[src/rtl/alu_iter_exec_if.sv]
// Operand-in / result-out handshake bundle for the iterative execute-stage ALU.
// master drives operands and consumes results; slave is the ALU side.
interface alu_iter_exec_if #(
  parameter int WIDTH = 32
);
  logic             in_valid;
  logic             in_ready;
  logic [3:0]       alu_op;
  logic [WIDTH-1:0] op_a;
  logic [WIDTH-1:0] op_b;
  logic             out_valid;
  logic             out_ready;
  logic [WIDTH-1:0] result;
  logic             bad_op;
  logic             busy;

  modport master (
    output in_valid, alu_op, op_a, op_b, out_ready,
    input  in_ready, out_valid, result, bad_op, busy
  );

  modport slave (
    input  in_valid, alu_op, op_a, op_b, out_ready,
    output in_ready, out_valid, result, bad_op, busy
  );
endinterface

[src/rtl/alu_iter_exec.sv]
// Execute-stage ALU: single-cycle logic/arith/compare ops, shifts iterated
// SHIFT_STEP bits per cycle, valid/ready on both operand and result sides.
module alu_iter_exec #(
  parameter int WIDTH      = 32,
  parameter int SHIFT_STEP = 8
) (
  input  logic          clk,
  input  logic          rst,
  alu_iter_exec_if.slave bus
);

  // Opcode encoding shared with the ALU decoder (ALUop.vh).
  localparam logic [3:0] ALU_ADD    = 4'd0;
  localparam logic [3:0] ALU_SUB    = 4'd1;
  localparam logic [3:0] ALU_AND    = 4'd2;
  localparam logic [3:0] ALU_OR     = 4'd3;
  localparam logic [3:0] ALU_XOR    = 4'd4;
  localparam logic [3:0] ALU_SLT    = 4'd5;
  localparam logic [3:0] ALU_SLTU   = 4'd6;
  localparam logic [3:0] ALU_SLL    = 4'd7;
  localparam logic [3:0] ALU_SRL    = 4'd8;
  localparam logic [3:0] ALU_SRA    = 4'd9;
  localparam logic [3:0] ALU_COPY_B = 4'd10;

  localparam logic [5:0] STEP_MAX = 6'(SHIFT_STEP);

  typedef enum logic [1:0] {
    IDLE  = 2'd0,
    SHIFT = 2'd1,
    DONE  = 2'd2
  } state_t;

  state_t           state_reg;
  logic [WIDTH-1:0] work_reg;
  logic [4:0]       rem_reg;
  logic             left_reg;
  logic             fill_reg;
  logic             bad_op_reg;

  logic [WIDTH-1:0] calc_res;
  logic             calc_bad;
  logic             calc_shift;
  logic [4:0]       shamt;
  logic [5:0]       step;
  logic [4:0]       rem_next;
  logic [WIDTH-1:0] fill_mask;
  logic [WIDTH-1:0] shift_next;

  assign shamt = bus.op_b[4:0];

  always_comb begin
    calc_res   = '0;
    calc_bad   = 1'b0;
    calc_shift = 1'b0;
    case (bus.alu_op)
      ALU_ADD:    calc_res = bus.op_a + bus.op_b;
      ALU_SUB:    calc_res = bus.op_a - bus.op_b;
      ALU_AND:    calc_res = bus.op_a & bus.op_b;
      ALU_OR:     calc_res = bus.op_a | bus.op_b;
      ALU_XOR:    calc_res = bus.op_a ^ bus.op_b;
      ALU_SLT:    calc_res = {{(WIDTH-1){1'b0}}, $signed(bus.op_a) < $signed(bus.op_b)};
      ALU_SLTU:   calc_res = {{(WIDTH-1){1'b0}}, bus.op_a < bus.op_b};
      ALU_COPY_B: calc_res = bus.op_b;
      ALU_SLL, ALU_SRL, ALU_SRA: calc_shift = 1'b1;
      default:    calc_bad = 1'b1;
    endcase
  end

  // Never overshoot the remaining distance, so step <= rem_reg <= 31.
  assign step     = ({1'b0, rem_reg} > STEP_MAX) ? STEP_MAX : {1'b0, rem_reg};
  assign rem_next = rem_reg - step[4:0];

  // Top 'step' bits set: the vacated positions an arithmetic right shift refills.
  generate
    for (genvar gi = 0; gi < WIDTH; gi++) begin : g_fill
      assign fill_mask[gi] = (7'(gi) + {1'b0, step}) >= 7'(WIDTH);
    end
  endgenerate

  assign shift_next = left_reg ? (work_reg << step)
                               : ((work_reg >> step) | (fill_reg ? fill_mask : '0));

  always_ff @(posedge clk) begin
    if (rst) begin
      state_reg  <= IDLE;
      work_reg   <= '0;
      rem_reg    <= '0;
      left_reg   <= 1'b0;
      fill_reg   <= 1'b0;
      bad_op_reg <= 1'b0;
    end else begin
      case (state_reg)
        IDLE: begin
          if (bus.in_valid) begin
            bad_op_reg <= calc_bad;
            left_reg   <= (bus.alu_op == ALU_SLL);
            fill_reg   <= (bus.alu_op == ALU_SRA) && bus.op_a[WIDTH-1];
            rem_reg    <= shamt;
            if (calc_shift) begin
              work_reg  <= bus.op_a;
              state_reg <= (shamt == 5'd0) ? DONE : SHIFT;
            end else begin
              work_reg  <= calc_res;
              state_reg <= DONE;
            end
          end
        end
        SHIFT: begin
          work_reg <= shift_next;
          rem_reg  <= rem_next;
          if (rem_next == 5'd0) begin
            state_reg <= DONE;
          end
        end
        DONE: begin
          if (bus.out_ready) begin
            state_reg <= IDLE;
          end
        end
        default: state_reg <= IDLE;
      endcase
    end
  end

  assign bus.in_ready  = (state_reg == IDLE) && !rst;
  assign bus.out_valid = (state_reg == DONE);
  assign bus.busy      = (state_reg != IDLE);
  assign bus.result    = work_reg;
  assign bus.bad_op    = bad_op_reg;

endmodule

[src/flat_wrapper.sv]
// flat-port wrapper written by rule: the top's interface ports become plain ports
module alu_iter_exec_flat 
#(
  parameter int WIDTH      = 32,
  parameter int SHIFT_STEP = 8
)
  (clk, rst, bus_in_valid, bus_alu_op, bus_op_a, bus_op_b, bus_out_ready, bus_in_ready, bus_out_valid, bus_result, bus_bad_op, bus_busy);
  alu_iter_exec_if #(.WIDTH(WIDTH)) bus_i ();
  input  logic clk;
  input  logic rst;
  input wire logic [$bits(bus_i.in_valid)-1:0] bus_in_valid;
  input wire logic [$bits(bus_i.alu_op)-1:0] bus_alu_op;
  input wire logic [$bits(bus_i.op_a)-1:0] bus_op_a;
  input wire logic [$bits(bus_i.op_b)-1:0] bus_op_b;
  input wire logic [$bits(bus_i.out_ready)-1:0] bus_out_ready;
  output wire logic [$bits(bus_i.in_ready)-1:0] bus_in_ready;
  output wire logic [$bits(bus_i.out_valid)-1:0] bus_out_valid;
  output wire logic [$bits(bus_i.result)-1:0] bus_result;
  output wire logic [$bits(bus_i.bad_op)-1:0] bus_bad_op;
  output wire logic [$bits(bus_i.busy)-1:0] bus_busy;
  assign bus_i.in_valid = bus_in_valid;
  assign bus_i.alu_op = bus_alu_op;
  assign bus_i.op_a = bus_op_a;
  assign bus_i.op_b = bus_op_b;
  assign bus_i.out_ready = bus_out_ready;
  assign bus_in_ready = bus_i.in_ready;
  assign bus_out_valid = bus_i.out_valid;
  assign bus_result = bus_i.result;
  assign bus_bad_op = bus_i.bad_op;
  assign bus_busy = bus_i.busy;
  alu_iter_exec #(.WIDTH(WIDTH), .SHIFT_STEP(SHIFT_STEP)) u_core (.clk(clk), .rst(rst), .bus(bus_i));
endmodule
[config.mk]
export PLATFORM = sky130hd
export DESIGN_NAME = alu_iter_exec_flat
export DESIGN_NICKNAME = d
export VERILOG_FILES = /design/src/rtl/alu_iter_exec_if.sv /design/src/rtl/alu_iter_exec.sv /design/src/flat_wrapper.sv
export SDC_FILE = /design/constraint.sdc
export NUM_CORES = 1
export LEC_CHECK = 0
export ABC_AREA = 1
export ABC_CLOCK_PERIOD_IN_PS = 3600
export CAP_MARGIN = 20
export CORE_ASPECT_RATIO = 0.6
export CORE_MARGIN = 3
export CORE_UTILIZATION = 35
export CTS_CLUSTER_DIAMETER = 60
export CTS_CLUSTER_SIZE = 30
export DETAILED_ROUTE_END_ITERATION = 7
export HOLD_SLACK_MARGIN = 0.1
export PLACE_DENSITY_LB_ADDON = 0.08
export SKIP_CTS_REPAIR_TIMING = 1
export SLEW_MARGIN = 25
export SYNTH_ARGS = -nofsm -noshare
export SYNTH_HDL_FRONTEND = slang
export SYNTH_SLANG_ARGS = --single-unit
[constraint.sdc]
create_clock -name clk -period 3.6 [get_ports clk]
set_clock_uncertainty 0.2 [all_clocks]
set_input_delay 1.08 -clock clk [delete_from_list [all_inputs] [get_ports clk]]
set_output_delay 1.08 -clock clk [all_outputs]
set_load 0.1 [all_outputs]
==> summary by stage <==
Die
Pin placement for this block handled around 110 I/O pins. The horizontal extent of the die is 244 um. The vertical die dimension is around 150 um. The row count is 51. The area enclosed by the die boundary is approximately 36000 um^2.

For this configuration, the core starts out at a cell density of a little over a third. The floorplan core area is 32900 um^2.

STA
Static timing analysis puts the maximum clock frequency at about 280 MHz. The clock period could shrink to ~3.6 ns. Setup total negative slack on the finished layout was measured at 0 ns. The total setup violations reported at the end of the flow is 0. The headroom to the max-slew limit is between 20 and 30%. The worst path uses between 90 and 100% of the clock period.

For the pin with the worst max-slew slack, the measured transition is roughly 1.1 ns. The post-layout worst setup margin is 0.0272 ns. Setup repair after global routing could not meet its margin everywhere. The count of endpoints failing hold in the final timing report was 0. The final-report max-slew violation count is 0.

Finish
At the end of the flow the core is filled with cells to 49.4%. The layout cell share with drive strength beyond 1 is ~18%. The layout has approximately 3600 filler cells. The number of diodes is 0. The area growth from synthesis to layout is 36.8%. The flip-flop count of the largest register, all copies and words added is 32. The final net count is ~2900.

Drt
The number of nets with antenna violations after detailed routing is 0. After detailed routing, the number of vias per cell comes to between 5 and 6. For this run, design rule violations remaining after detail routing come to 0. The total via count in the routed design is 17200.

For this block, the initial DRC count from the detailed router was around 2200. The first detailed-routing pass ran for 6 iterations. The routed design has 67200 um of wire. Dividing the detail-routed wire length by the instance count gives ~21 um.

GRT
In the global route stage, overall resource usage came out at between 30% and 40%. The number of global-route vias before repair came to 15300. Entering global routing, the biggest net connects 58 pins. The number of antenna violations at the first check in global routing was 0. The residual overflow from global routing is 0. The first global-routing pass estimated slightly below 100000 um of wire.

CTS
The cell at the root of the clock tree is sky130_fd_sc_hd__clkbuf_16. CTS saw 42 sinks. TritonCTS built the clock tree.

The clock tree synthesis step divided the H-tree into 2 levels. The later-pin clock latency in the skew report is approximately 0.32 ns. Clock-pin slew was measured on the worst setup and hold paths at 0.07 ns. Counting along the longest clock path gives a buffer depth of 2. The number of clock buffers added by TritonCTS is 5.

Synth
The dominant cell type by area after synthesis is sky130_fd_sc_hd__nand2_1. Among all cell types in the netlist, the one instantiated most often is sky130_fd_sc_hd__nand2_1. In this run, synthesis inferred 0 flip-flops with an integrated enable. The dominant synthesized flop cell is sky130_fd_sc_hd__dfxtp_1. The area share of the largest cell type after synthesis is 24.1%. The unique cell type count in the Yosys netlist is 45. After technology mapping, the gate count stands at between 2000 and 2500.

In the post-synthesis netlist, the biggest area contributors are sky130_fd_sc_hd__nand2_1 24%, sky130_fd_sc_hd__nand3_1 13%, sky130_fd_sc_hd__ha_1 12%. For this run, asynchronously set or reset flops after synthesis account for 0%. The synthesized cell area is ~12000 um^2. Ranked by instance count, the synthesized netlist is headed by 764 x sky130_fd_sc_hd__nand2_1, 388 x sky130_fd_sc_hd__inv_1, 318 x sky130_fd_sc_hd__nand3_1, 162 x sky130_fd_sc_hd__nor2_1, 141 x sky130_fd_sc_hd__a21oi_1. Summing the sequential cell areas from Yosys gives under 10% of the chip area. For this run, the number of Yosys warnings is 0. The register bit total from synthesis is 42. Dividing the synthesized area by the synthesized cell count gives 5.07 um^2.

Power
Dividing total power by cell area gives a power density of ~610 nW/um^2. The static leakage is between 8 and 9 nW. The worst-case IR drop observed on VDD is a little under 700 uV. Total power for the finished layout comes to 9.86 mW.

Critical path
The critical path goes through clkdlybuf4s50_1 > inv_1 > nor2_1 > nand2_1 > inv_1 > buf_4 > nand2_1 > o21ai_0 > nor4_1 > buf_4 > nor2_1 > o21ai_0 > a21oi_1. For this run, the slowest stage of the critical path takes about 0.53 ns. Data on the critical path arrives at its endpoint at between 3 and 4 ns.

The critical path starts at bus_alu_op[1]. The required time of the critical path is roughly 3.6 ns. The startpoint of the worst-slack reg-to-reg timing path is u_core.rem_reg[1]. The end of the critical path is u_core.bus.result[1]. The largest fanout on the critical path is 9. The critical path in this run is classified as in -> reg. The setup slack on the worst flop-to-flop path is 0.46 ns. The worst register-to-register path ends at u_core.bus.result[6]. Among all stages on the critical path, the largest delay is contributed by sky130_fd_sc_hd__clkdlybuf4s50_1. STA classifies the critical path endpoint as a flip-flop. The depth of the most critical reg-to-reg path is 12. The worst setup path is launched from an input port.

Placed design
The count of input and output buffers is 107. The total half-perimeter wirelength after legalization and detailed placement is roughly 55000 um. The post-place setup slack is -0.413 ns. At the end of routability-driven placement, the weighted congestion stood at between 1 and 1.5.

Worst hold path
The tightest min-delay check is of the reg -> reg type.

Flow run
Across the run, the number of max-cap violations was 0.

Status
The run finished with clean final reports.
-- cell type report --
class,instances,area [um^2],share of cell area [%]
sequential,42,841,5.17
tap,450,563,3.46
clock buffer,6,139,0.854
timing repair buffer,438,3630,22.3
multi-input combinational,1803,9590,59.0
inverter,393,1480,9.09
clock inverter,2,12.5,0.0770
-- power breakdown --
part           switching (mW)  internal [mW]  total [mW]
registers               0.322          0.647       0.969
clock network           0.244          0.277       0.521
logic                    6.09           2.27        8.37
total                    6.66           3.20        9.86
-- how the worst min path moves through the flow --
stage,start,end,slack (ns),cells past startpoint
final,u_core.bus.result[5],u_core.bus.result[5],0.32,2
after global routing,u_core.bus.result[2],u_core.bus.result[2],0.35,2
after CTS,u_core.bus.result[5],u_core.bus.result[5],0.31,2
after detailed placement,u_core.bus.result[5],u_core.bus.result[5],0.30,2
after global placement,u_core.bus.result[3],u_core.bus.result[3],0.30,2
after floorplan,u_core.state_reg[1],u_core.state_reg[1],0.29,2
-- critical path: cells and delay by family --
kind | cells | cell delay, ns
AOI/OAI and AO/OA | 3 | 0.28
buffers and inverters | 5 | 1.25
and+or+nand+nor | 5 | 0.95
-- stage by stage --
step	instance area, um^2	std cells	hold slack, ns
floorplan	11900	2343	0.294
global placement	15600	3126	0.301
detailed placement	15600	3126	0.304
CTS	15800	3134	0.314
global route	16300	3134	0.352
finish	16300	3134	0.317
-- cell usage in the layout (no fill, tap or decap), drive strengths merged, types with 14 or more instances in the layout --
cell type and instances:
buf 367, o211ai 14, nand2 769, nor2 167, clkdlybuf4s50 66, inv 390, nand4 46, a221oi 19
o21ai 111, nand3 318, o22ai 30, nor3 17, dfxtp 42, a21oi 141, ha 117
-- per-layer routing --
layer / track usage [%] / up-vias / share of wire [%]
met5: 0.134 / - / 0
met4: 8.21 / 0 / 2.7
met3: 12.9 / 95 / 14
met2: 45.6 / 1029 / 36
met1: 55.1 / 7906 / 47
li1: - / 8186 / -
-- logic make-up after synthesis --
kind of cell	after synthesis	share of synthesized area, %
AOI/OAI and AO/OA	343	16.3
xor gates and xnor gates	2	0.147
adders and majority gates	119	12.7
buffers and inverters	498	16.2
DFF	42	7.08
other	1	0.0316
and+or+nand+nor	1336	47.6
(Power assumes the default switching activity.)
==> RTL edit: new RTL, config.mk and constraints unchanged <==
Encoding of `state_t`: now one-hot (3 bits for 3 states).
--- a/src/rtl/alu_iter_exec.sv
+++ b/src/rtl/alu_iter_exec.sv
@@ -26,6 +26,6 @@
 
-  typedef enum logic [1:0] {
-    IDLE  = 2'd0,
-    SHIFT = 2'd1,
-    DONE  = 2'd2
+  typedef enum logic [2:0] {
+    IDLE  = 3'b001,
+    SHIFT = 3'b010,
+    DONE  = 3'b100
   } state_t;
Check against the original RTL: no difference found for any inputs over 4 cycles, from zero or initial values and one cycle with rst high; so few cycles prove little.
==> RTL edit against the original RTL <==
Critical path depth increased by 6. Global-route usage is 0.48 points higher. Wire length decreased by 0.94%. Combinational power is 24% lower. Setup slack got worse by 0.012 ns. Largest cell class unchanged. Non-clock buffer count rose by 87. Sequential cell count is 1 higher. Critical endpoint is now u_core.bus.result[28]. Worst hold slack got worse by 0.028 ns. Via count shrank 2.7%. Final area rose by 1.3%. Cell count fell by 3.8%. Synthesized area shrank 3.9%. Power is 21% lower. Highest routed layer unchanged.
==> RTL edit: results (changes against the original RTL) <==
| Metric | Value |
|---|---|
| Mux cell area share after synthesis | 0.877% (+0.88 points) |
| Worst Path Arrival | 3.60 ns (+0.05 ns) |
| Routed vias/inst | 5.55 (+1.1%) |
| Reg-to-reg startpoint | u_core.rem_reg[0] |
| Largest net degree at the start of global routing | 37 (-36%) |
| Post-synth top cells | 653 x nand2_1, 333 x inv_1, 186 x nand3_1 |
| Unique masters post-synth | 53 (+18%) |
| Finished Layout Cells | 3,016 (-3.8%) |
| Leakage | 8.59 nW (-2.1%) |
| Sequential-to-total area share from yosys stat | 7.54% (+0.46 points) |
| Global placer's final weighted congestion | 1.05 (-2.6%) |
| Relative slew slack | 43.8% (+15 points) |
| Nets | 2,789 (-3.0%) |
| Hold wc startpoint | u_core.bus.bad_op |
| Reg-to-Reg End | u_core.bus.result[8] |
| Initial antenna violation count | 1 (+1) |
| First-pass GRT wire length | 95,100 um (-2.4%) |
| Syn Inst Count | 2,155 (-7.9%) |
| Hold WC Path Type | reg2reg |
| DR iter-0 viols | 2,452 (+11%) |
| XOR/XNOR Fraction of Synth Area | 0.460% (+0.31 points) |
| VDD IR max | 0.689 mV (+1.3%) |
| Synth Area in Compound Gates | 22.1% (+5.8 points) |
| Post-synthesis adder-cell area fraction | 13.2% (+0.52 points) |
| Vias in the first global route | 14,800 (-3.1%) |
| Highest net fanout along the worst path | 6 (-3) |
| Cell area after placement | 15,700 um2 (+0.58%) |
| Hold Crit Endpoint | u_core.bus.bad_op |
| Detailed Place HPWL | 55,500 um (+0.38%) |
| Share of layout cells above drive strength 1 | 23.5% (+5.1 points) |
| Status | complete, no violations |
| Routed WL per cell | 22.1 um (+2.9%) |
| GRT Total Usage | 36.3% (+0.48 points) |
[RTL edit: through the flow]
step | setup slack, ns | hold WS [ns]
floorplan | 0.234 | 0.305
global placement | -0.626 | 0.260
detailed placement | -0.685 | 0.267
CTS | -0.366 | 0.286
global route | -0.0690 | 0.326
finish | 0.0148 | 0.289
[RTL edit: how the worst max path moves through the flow]
| stage | startpoint | end | slack (ns) | depth (start not counted) |
|---|---|---|---|---|
| 2_1_floorplan | rst | bus_in_ready | 0.23 | 2 |
| 5_1_grt | bus_op_b[15] | u_core.bus.result[30] | -0.07 | 16 |
| 4_1_cts | bus_op_b[1] | u_core.bus.result[28] | -0.37 | 18 |
| 3_3_place_gp | bus_op_b[1] | u_core.bus.result[28] | -0.63 | 18 |
| 3_5_place_dp | bus_op_b[1] | u_core.bus.result[28] | -0.68 | 18 |
| 6_report | bus_op_b[5] | u_core.bus.result[28] | 0.01 | 19 |
[RTL edit: cell families (layout without fill, tap and decap cells)]
logic type,count (synthesis),after routing
and+or+nand+nor,1114,1114
buffers and inverters,434,876
AOI/OAI and AO/OA,428,428
adders and majority gates,119,119
DFF,43,43
muxes,10,10
xor gates and xnor gates,6,6
other,1,4
[RTL edit: worst max-delay path, cell delays in order]
cell	delay (ns)
clkdlybuf4s50_1	0.49
inv_1	0.09
ha_4	0.31
buf_6	0.13
nand2_1	0.07
nand2_2	0.11
nand2_1	0.09
nand2_2	0.10
inv_1	0.08
nand2_2	0.13
nand2_1	0.09
nand2_2	0.10
nand4_1	0.15
nand2_1	0.10
nand2_1	0.06
nand3_2	0.09
nand4_1	0.18
nand2_1	0.11
inv_1	0.04
[RTL edit: final cells by class]
class,count,area (um2)
multi-input combinational,1680,9390
clock inverter,2,12.5
antenna,1,2.50
clock buffer,6,129
inverter,343,1290
tap,416,520
sequential,43,861
fill,3450,15200
timing repair buffer,525,4270
[RTL edit: layer usage]
| metal | global-route usage, % | vias to the layer above | wire [um] |
|---|---|---|---|
| li1 | - | 7926 | - |
| met1 | 57.7 | 7709 | 32200 |
| met2 | 45.3 | 1030 | 23500 |
| met3 | 12.9 | 82 | 9610 |
| met4 | 5.43 | 0 | 1170 |
| met5 | 0.826 | - | 0 |
[RTL edit: power by group]
part           total (mW)  leakage, nW  switching, mW  internal (mW)
logic                6.40         8.17           4.47           1.93
clock network       0.497       0.0669          0.239          0.258
registers           0.888        0.353          0.253          0.635
total                7.79         8.59           4.97           2.82
